File: src/rtl/uart_pkg.sv
// Shared UART definitions: receiver state encoding, default bit timing and frame constants.
package uart_pkg;

  localparam int unsigned CLKS_PER_BIT_DEFAULT = 868;  // 100 MHz / 115200 baud
  localparam int unsigned DATA_WIDTH_DEFAULT   = 8;

  localparam logic START_BIT = 1'b0;
  localparam logic STOP_BIT  = 1'b1;

  typedef enum logic [2:0] {
    IDLE,
    START,
    DATA,
    STOP,
    BREAK
  } rx_state_t;

endpackage

File: src/rtl/sync_2ff.sv
// Two-flop synchronizer for asynchronous input pins; reset value selectable per bit.
module sync_2ff #(
  parameter int unsigned      WIDTH     = 1,
  parameter logic [WIDTH-1:0] RESET_VAL = '1
) (
  input  logic             clk,
  input  logic             rst_n,
  input  logic [WIDTH-1:0] d,
  output logic [WIDTH-1:0] q
);

  logic [WIDTH-1:0] meta;

  always_ff @(posedge clk or negedge rst_n) begin
    if (!rst_n) begin
      meta <= RESET_VAL;
      q    <= RESET_VAL;
    end else begin
      meta <= d;
      q    <= meta;
    end
  end

endmodule

File: src/rtl/uart_rx.sv
// 8N1 UART receiver: mid-bit sampling of a synchronized rx line, one-cycle byte
// strobe on axiov/axiod, framing-error pulse, and break suppression.
module uart_rx
  import uart_pkg::*;
#(
  parameter int unsigned CLKS_PER_BIT      = CLKS_PER_BIT_DEFAULT,
  parameter int unsigned SAMPLE_DATA_WIDTH = DATA_WIDTH_DEFAULT
) (
  input  logic                         clk,
  input  logic                         rst_n,
  input  logic                         rx,
  output logic                         axiov,
  output logic [SAMPLE_DATA_WIDTH-1:0] axiod,
  output logic                         frame_err,
  output logic                         busy
);

  localparam int unsigned BAUD_W = $clog2(CLKS_PER_BIT);
  localparam int unsigned BIT_W  = $clog2(SAMPLE_DATA_WIDTH + 1);

  localparam logic [BAUD_W-1:0] HALF_BIT = BAUD_W'(CLKS_PER_BIT / 2 - 1);
  localparam logic [BAUD_W-1:0] FULL_BIT = BAUD_W'(CLKS_PER_BIT - 1);
  localparam logic [BIT_W-1:0]  LAST_BIT = BIT_W'(SAMPLE_DATA_WIDTH - 1);

  logic rx_s;

  rx_state_t                    state,     state_nxt;
  logic [BAUD_W-1:0]            baud_cnt,  baud_nxt;
  logic [BIT_W-1:0]             bit_cnt,   bit_nxt;
  logic [SAMPLE_DATA_WIDTH-1:0] shift_reg, shift_nxt;
  logic [SAMPLE_DATA_WIDTH-1:0] axiod_nxt;
  logic                         axiov_nxt, frame_err_nxt, busy_nxt;

  sync_2ff #(
    .WIDTH     (1),
    .RESET_VAL (1'b1)
  ) u_rx_sync (
    .clk   (clk),
    .rst_n (rst_n),
    .d     (rx),
    .q     (rx_s)
  );

  // State, counters and registered outputs
  always_ff @(posedge clk or negedge rst_n) begin
    if (!rst_n) begin
      state     <= IDLE;
      baud_cnt  <= '0;
      bit_cnt   <= '0;
      shift_reg <= '0;
      axiov     <= 1'b0;
      axiod     <= '0;
      frame_err <= 1'b0;
      busy      <= 1'b0;
    end else begin
      state     <= state_nxt;
      baud_cnt  <= baud_nxt;
      bit_cnt   <= bit_nxt;
      shift_reg <= shift_nxt;
      axiov     <= axiov_nxt;
      axiod     <= axiod_nxt;
      frame_err <= frame_err_nxt;
      busy      <= busy_nxt;
    end
  end

  // Next-state and output decode
  always_comb begin
    state_nxt     = state;
    baud_nxt      = baud_cnt;
    bit_nxt       = bit_cnt;
    shift_nxt     = shift_reg;
    axiov_nxt     = 1'b0;
    axiod_nxt     = axiod;
    frame_err_nxt = 1'b0;

    unique case (state)
      IDLE: begin
        if (rx_s == START_BIT) begin
          state_nxt = START;
          baud_nxt  = '0;
          bit_nxt   = '0;
        end
      end

      // Re-check the start bit at its midpoint to reject short glitches
      START: begin
        if (baud_cnt == HALF_BIT) begin
          baud_nxt  = '0;
          state_nxt = (rx_s == START_BIT) ? DATA : IDLE;
        end else begin
          baud_nxt = baud_cnt + BAUD_W'(1);
        end
      end

      DATA: begin
        if (baud_cnt == FULL_BIT) begin
          baud_nxt  = '0;
          shift_nxt = SAMPLE_DATA_WIDTH'({rx_s, shift_reg} >> 1);
          bit_nxt   = bit_cnt + BIT_W'(1);
          if (bit_cnt == LAST_BIT) begin
            state_nxt = STOP;
          end
        end else begin
          baud_nxt = baud_cnt + BAUD_W'(1);
        end
      end

      // Leave half a bit early so a back-to-back start edge is not missed
      STOP: begin
        if (baud_cnt == FULL_BIT) begin
          baud_nxt = '0;
          if (rx_s == STOP_BIT) begin
            axiov_nxt = 1'b1;
            axiod_nxt = shift_reg;
            state_nxt = IDLE;
          end else begin
            frame_err_nxt = 1'b1;
            state_nxt     = BREAK;
          end
        end else begin
          baud_nxt = baud_cnt + BAUD_W'(1);
        end
      end

      BREAK: begin
        if (rx_s == STOP_BIT) begin
          state_nxt = IDLE;
        end
      end

      default: state_nxt = IDLE;
    endcase

    busy_nxt = (state_nxt != IDLE);
  end

endmodule

File: config.mk
export PLATFORM = sky130hd
export DESIGN_NAME = uart_rx
export DESIGN_NICKNAME = d
export VERILOG_FILES = /design/src/rtl/uart_pkg.sv /design/src/rtl/sync_2ff.sv /design/src/rtl/uart_rx.sv
export SDC_FILE = /design/constraint.sdc
export NUM_CORES = 1
export LEC_CHECK = 0
export CORE_MARGIN = 8
export CORE_UTILIZATION = 30
export DETAILED_ROUTE_END_ITERATION = 10
export PLACE_DENSITY = 0.57
export SKIP_CTS_REPAIR_TIMING = 1
export SYNTH_ARGS = -nofsm -noshare
export SYNTH_HDL_FRONTEND = slang
export SYNTH_HIERARCHICAL = 1
export SYNTH_SLANG_ARGS = --single-unit
File: constraint.sdc
create_clock -name clk -period 2.6 [get_ports clk]
set_clock_uncertainty 0.05 [all_clocks]
set_input_delay 0.52 -clock clk [delete_from_list [all_inputs] [get_ports clk]]
set_output_delay 0.52 -clock clk [all_outputs]
set_load 0.02 [all_outputs]
# Word level (Yosys, flattened, before mapping)
# Index checks and enable logic that the tools add are counted.
[totals]
word_cells = 52
regBits = 38
in_bits = 3
[classes]
eq_ne = 9
addsub = 2
reduce_logical = 9
n_mux = 22
[ops]
columns = ["op", "count"]
rows = [
  ["10-bit 2-to-1 mux", 3],
  ["10-bit case mux with 3 select lines", 1],
  ["3-bit 2-to-1 mux", 7],
  ["3-bit case mux with 5 select lines", 1],
  ["10-bit by 1-bit adder with 10-bit output, second input constant", 1],
  ["10-bit equality test, second input constant", 1],
  ["10-bit by 9-bit equality test with 1-bit output, second input constant", 1],
  ["4-bit 2-to-1 mux", 2],
  ["4-bit case mux with 2 select lines", 1],
  ["3-bit by 2-bit equality test with 1-bit output, second input constant", 2],
  ["1-bit 2-to-1 mux", 6],
  ["3-bit AND reduction", 2],
  ["3-bit nonzero test", 2],
  ["4-bit by 1-bit adder with 4-bit output, second input constant", 1],
  ["4-bit by 3-bit equality test with 1-bit output, second input constant", 1],
  ["2-bit inequality test, second input constant", 2],
  ["2-bit AND reduction", 2],
  ["3-bit by 1-bit equality test with 1-bit output, second input constant", 1],
  ["3-bit equality test, second input constant", 1],
  ["3-bit zero test", 1],
  ["2-bit 2-to-1 mux", 1],
  ["2-bit nonzero test", 1],
  ["2-bit OR reduction", 1],
]

# Longest topological paths before layout
# Gate-level depths: netlist of run 1.
[depth]
depth_word = 5
depth_mapped = 7
depth_no_buf = 7

# Cells and area by module
# The synthesis of run 1 kept the hierarchy.
[modules_own_cells]
columns = ["mod", "instances", "cells_each", "seq_area_each_um2", "area_per_inst_um2"]
rows = [
  ["uart_rx", 1, 174, 900.9, 1721.7],
  ["sync_2ff", 1, 2, 52.6, 52.6],
]

# Worst setup path before layout of run 1
# No wires, ideal clock.
[synth_timing]
kind = "register -> register"
from = "register baud_cnt[0]"
to = "register axiod[0]"
path_buffers = 1
setup_slack_ns = 0.667
stages_incl_launch_ff = 7
arrival_time_ns = 1.758
required_ns = 2.425
setup_ns = 0.125
synth_period_minus_slack_ns = 1.933
cell_sequence = "dfrtp_1 > ha_1 > nand4bb_1 > nor3_4 > and4_1 > buf_4 > mux2_2"
[synth_via]
elab_chain_cells = 2
[synth_rtl]
columns = ["element", "line", "rtl"]
rows = [
  ["from (decl)", "uart_rx.sv:28", "logic [BAUD_W-1:0] baud_cnt, baud_nxt;"],
  ["from (signal assigned)", "uart_rx.sv:57", "baud_cnt <= baud_nxt;"],
  ["10-bit equality test", "uart_rx.sv:111", "if (baud_cnt == FULL_BIT) begin"],
  ["3-bit AND reduction (no source line)", "--", ""],
  ["to (signal assigned)", "uart_rx.sv:61", "axiod <= axiod_nxt;"],
  ["to (decl)", "uart_rx.sv:13", "output logic [SAMPLE_DATA_WIDTH-1:0] axiod,"],
]
# Every way passes these cells.
# A chain may end at the register's enable or synchronous reset.

# Final worst setup path of run 1
# Ends and elaborated chain as after synthesis.

==> metrics.csv, run 1 <==
metric,value,unit
final worst hold slack,0.254,ns
headroom to the max-slew limit,0.454,
average vias per placed instance,4.66,
"Critical Path, Cell by Cell","ha_1, nand4bb_1, nor3_4, and4_1, mux2_2",
port buffer count,13,
sum of net half-perimeters after detailed placement,2390,um
CP Max Fanout,9,
remaining antenna violation count after routing,0,
number of hold-slack violations in the final timing report,0,
run status,"finished, final reports clean",
cell area after placement,1990,um2
Boundary Pins,14,
number of global-route vias before repair,1286,
overall track demand over capacity in global routing,0.0885,
slowest library cell on the worst path,and4_1,
Mean Syn Cell Area,10.1,um2
leak pwr,0.965,nW
post-route worst setup slack,0.313,ns
pin count of the biggest net entering global routing,39,
unique cell type count in the Yosys netlist,37,
Placement Setup Slack,0.301,ns
endpoints failing setup,0,
y dimension of the die,92.9,um
overall die area,8630,um2
clock transition at the registers of the reported paths,0.08,ns
final critical delay including setup and external delays,2.29,ns
register bit count reported by yosys,38,
final weighted congestion in routability-driven placement,0.826,
antenna violations before repair,0,
critical path's top delay family,simple AND/OR/NAND/NOR gates,
average wire length per cell after detail routing,12.5,um
share of the synthesized area in the top cell type,0.508,
clock tree from TritonCTS,yes,
cells taking the most area after synthesis,"dfrtp_1 (51%), nand2_1 (8.0%), mux2_2 (5.1%)",
yosys synthesis warning count,6,
total via count after detailed routing,1248,
async set-or-reset flop fraction in the synthesized netlist,1.00,
number of buffers created by CTS,5,
number of buffer and inverter instances along the worst setup path,0,
first-pass detailed-route iteration total,4,
CTS sink cnt,38,
starting density of the core,0.305,
number of enable flip-flop cells after synthesis,0,
Crit. path cell count,5,
data required time at the worst endpoint,2.73,ns
crit path launch type,register,
number of levels in the clock H-tree,2,
fraction of the yosys area taken by sequential cells,0.537,
Final #Nets,198,
leftover overflow at the end of global routing,0,
"area leader, netlist",dfrtp_1,
number of flip-flops under the largest register name,10,
number of instances in the synthesized netlist,176,
violation count after the first detailed-route iteration,48,
Hold WC Path Type,in2async,
Max VDD drop,0.000256,V
Post-Synthesis Net Count,182,
area of the core region,5820,um2
max-slew violation count,0,
largest stage delay on the critical path,0.52,ns
Power Total,0.00122,W
fraction of layout cells with a size suffix above 1,0.150,
endpoint kind of the worst setup timing path,register,
wire length of the first global-routing pass,6180,um
Worst Max-Slew Pin Slew,0.819,ns
antenna cells,0,
number of max-capacitance violations reported,0,
critical path type,reg2reg,
Total Routed Length,3360,um
area of all placed cells without fillers,2120,um2
most used standard cell by instance count after synthesis,nand2_1,
Final period util,0.879,
area overhead of the layout relative to synthesis,19.7,%
Power Dens Cells,574,nW/um2
data arrival time of the critical path,2.42,ns
Most used DFF post-synth,dfrtp_1,
Horiz. Die Dim,92.9,um
unrepaired setup endpoints after global routing,no,
total number of placement rows,28,
cell types with the highest counts after synthesis,"nand2_1 (38), dfrtp_1 (36), nor2_1 (20), nand3_1 (10), mux2_2 (8)",
Residual DRC,0,
clk_lat worst skew,0.29,ns
Highest Clock Rate,0.437,GHz
maximum buffer depth of the clock tree,2,
TNS Setup,0,ns
Worst Reg2Reg Path Length in Cells,5,
root buffer cell,clkbuf_8,
Filler Cell Count,611,
cell area after technology mapping,1770,um2
power breakdown:
part / internal, W / switching, W / leakage (nW)
combinational: 0.00000209 / 0.0000110 / 0.393
sequential: 0.000593 / 0.00000292 / 0.504
clock: 0.000385 / 0.000224 / 0.0683
total: 0.000980 / 0.000238 / 0.965
final timing paths:
check / to / from / slack, ns
max: axiod[0] / baud_cnt[0] / 0.31
min: baud_cnt[8] / rst_n / 0.25
max reg2reg: axiod[0] / baud_cnt[0] / 0.31
min reg2reg: u_rx_sync/q / u_rx_sync/meta / 0.31
max in group asynchronous: shift_reg[1] / rst_n / 1.71
min in group clk: u_rx_sync/q / u_rx_sync/meta / 0.31
layout make-up:
class	count	area, um2	share of cell area
clock inverter	3	68.8	0.0324
inverter	5	18.8	0.00884
tap	75	93.8	0.0442
sequential	38	953	0.449
clock buffer	5	68.8	0.0324
timing repair buffer	17	155	0.0731
multi-input combinational	125	764	0.360
cells in the final DEF, fill, tap and decap left out, types with 2 or more instances in the layout:
master | synthesis | routed
or4_1 | 2 | 2
dfrtp_1 | 36 | 36
xnor2_1 | 5 | 5
dfstp_2 | 2 | 2
bufinv_16 | 0 | 2
nor2_1 | 20 | 20
clkbuf_8 | 0 | 5
nor3_1 | 2 | 2
o21ai_0 | 7 | 7
a21oi_1 | 4 | 4
ha_1 | 3 | 3
and4_1 | 2 | 2
nand4_1 | 2 | 2
nand4bb_1 | 2 | 2
nand3_1 | 10 | 10
inv_1 | 5 | 5
mux2_2 | 8 | 8
xor2_1 | 4 | 4
buf_4 | 1 | 4
nand2_1 | 38 | 38
clkdlybuf4s50_1 | 0 | 12
metal layers:
metal  track usage  wire length, um
met5             0                0
met2         0.139             1520
met1         0.110             1660
met3        0.0275              124
met4        0.0362               57
through the flow:
stage | utilization | std cells
after floorplan | - | 176
after global placement | 0.341 | 260
after detailed placement | 0.341 | 260
after CTS | 0.365 | 268
after global routing | 0.365 | 268
final | 0.365 | 268
logic make-up after synthesis:
| group | Yosys count | synth area share |
|---|---|---|
| AOI/OAI and AO/OA | 18 | 0.0726 |
| xor gates and xnor gates | 9 | 0.0444 |
| adders and majority gates | 3 | 0.0212 |
| buffers and inverters | 13 | 0.0317 |
| DFF | 38 | 0.537 |
| muxes | 8 | 0.0508 |
| and+or+nand+nor | 87 | 0.242 |
Note: power is estimated with default switching activity, not from simulation.
==> run 2, diff against run 1 <==
--- a/config.mk
+++ b/config.mk
@@ -5,7 +5,7 @@
 export SDC_FILE = /design/constraint.sdc
 export NUM_CORES = 1
 export LEC_CHECK = 0
-export CORE_MARGIN = 8
+export CORE_MARGIN = 2
 export CORE_UTILIZATION = 30
 export DETAILED_ROUTE_END_ITERATION = 10
 export PLACE_DENSITY = 0.57
==> metrics.csv, run 2 (synthesized netlist as in run 1, its figures left out) <==
metric,value,unit
most common library cell in the layout ignoring fill and taps,nand2_1,
endpoints failing setup,0,
Final period util,0.861,
number of buffers created by CTS,5,
number of flip-flops under the largest register name,10,
critical path type,reg2reg,
remaining antenna violation count after routing,0,
critical path's top delay family,simple AND/OR/NAND/NOR gates,
sum of net half-perimeters after detailed placement,2280,um
clock transition at the registers of the reported paths,0.07,ns
clock tree from TritonCTS,yes,
TNS Setup,0,ns
y dimension of the die,80.9,um
pin count of the biggest net entering global routing,39,
endpoint kind of the worst setup timing path,register,
Residual DRC,0,
run status,"finished, final reports clean",
Horiz. Die Dim,80.9,um
met1 WL,1610,um
unrepaired setup endpoints after global routing,no,
Hold WC Path Type,in2async,
clk_lat worst skew,0.29,ns
end of the worst register-to-register path,axiod[6],
Boundary Pins,14,
total via count after detailed routing,1221,
highest routing layer actually used,met4,
leftover overflow at the end of global routing,0,
final weighted congestion in routability-driven placement,0.801,
root buffer cell,clkbuf_8,
leak pwr,0.939,nW
largest stage delay on the critical path,0.50,ns
max-slew violation count,0,
area overhead of the layout relative to synthesis,16.9,%
slowest library cell on the worst path,and4_1,
CTS sink cnt,38,
area of the core region,5820,um2
number of buffer and inverter instances along the worst setup path,0,
wire length of the first global-routing pass,5690,um
met3 routed WL,63,um
"commonest cells after routing, fill and taps aside","nand2_1 (38), dfrtp_1 (36), nor2_1 (20)",
Final #Nets,197,
crit path launch type,register,
Worst Reg2Reg Path Length in Cells,5,
number of global-route vias before repair,1177,
data arrival time of the critical path,2.37,ns
Max VDD drop,0.000267,V
number of hold-slack violations in the final timing report,0,
first-pass detailed-route iteration total,4,
violation count after the first detailed-route iteration,69,
Worst Max-Slew Pin Slew,0.825,ns
port buffer count,13,
fraction of layout cells with a size suffix above 1,0.146,
average wire length per cell after detail routing,11.9,um
headroom to the max-slew limit,0.450,
data required time at the worst endpoint,2.73,ns
overall track demand over capacity in global routing,0.113,
starting density of the core,0.305,
met2 wire len,1440,um
average vias per placed instance,4.57,
antenna violations before repair,0,
Total Routed Length,3180,um
Filler Cell Count,615,
"Critical Path, Cell by Cell","ha_1, nand4bb_1, nor3_4, and4_1, mux2_2",
Worst R2R Setup Slack,0.36,ns
Highest Clock Rate,0.447,GHz
worst flop-to-flop path startpoint,baud_cnt[0],
CP Max Fanout,9,
share of the core filled with cells in the final layout,0.356,
number of levels in the clock H-tree,2,
antenna cells,0,
final critical delay including setup and external delays,2.24,ns
Power Dens Cells,498,nW/um2
overall die area,6540,um2
total number of placement rows,28,
number of max-capacitance violations reported,0,
maximum buffer depth of the clock tree,2,
[run 2: changes by cell type in the layout (fill, tap and decap cells not counted), sizes merged]
cell	change
clkbuf	+1
clkinvlp	+1
bufinv	-2
buf	-1
[run 2: power by group]
part / internal (W) / total, W / switching, W
Combinational: 0.00000209 / 0.0000133 / 0.0000113
Clock: 0.000213 / 0.000423 / 0.000210
Sequential: 0.000594 / 0.000596 / 0.00000292
[run 2: final cells by class]
type                    count  area (um2)  share of cell area
flip-flops and latches     38         953               0.460
multi-input cells         125         764               0.369
clock buffers               6        82.6              0.0398
clock inverters             2        12.5             0.00603
repair buffers             16         148              0.0712
inverters                   5        18.8             0.00905
well taps                  75        93.8              0.0453
[run 2: per-stage QoR]
stage / setup slack (ns) / total power (W) / hold slack (ns) / instance area, um2 / std cells
floorplan: 0.667 / 0.000608 / 0.174 / 1770 / 176
global placement: 0.397 / 0.000622 / 0.296 / 1980 / 259
detailed placement: 0.331 / 0.000622 / 0.301 / 1980 / 259
CTS: 0.325 / 0.00105 / 0.303 / 2070 / 267
global route: 0.169 / 0.00108 / 0.317 / 2070 / 267
finish: 0.361 / 0.00103 / 0.271 / 2070 / 267
[run 2: worst max path at each step]
| stage | startpoint | to | cells past startpoint |
|---|---|---|---|
| floorplan | baud_cnt[0] | axiod[0] | 6 |
| global placement | baud_cnt[0] | axiod[0] | 5 |
| detailed placement | baud_cnt[0] | axiod[5] | 5 |
| CTS | baud_cnt[0] | axiod[0] | 5 |
| global route | baud_cnt[0] | axiod[1] | 5 |
| finish | baud_cnt[0] | axiod[6] | 5 |
[run 2: routing by layer]
metal,up-vias,global-route usage
li1,626,-
met1,576,0.164
met2,14,0.160
met3,5,0.0200
met4,0,0.0559
met5,-,0
[run 2: worst reg2reg max path: stages (launching register included)]
cell and delay (ns):
dfrtp_1 0.40, ha_1 0.23, nand4bb_1 0.26, nor3_4 0.30
and4_1 0.50, mux2_2 0.39
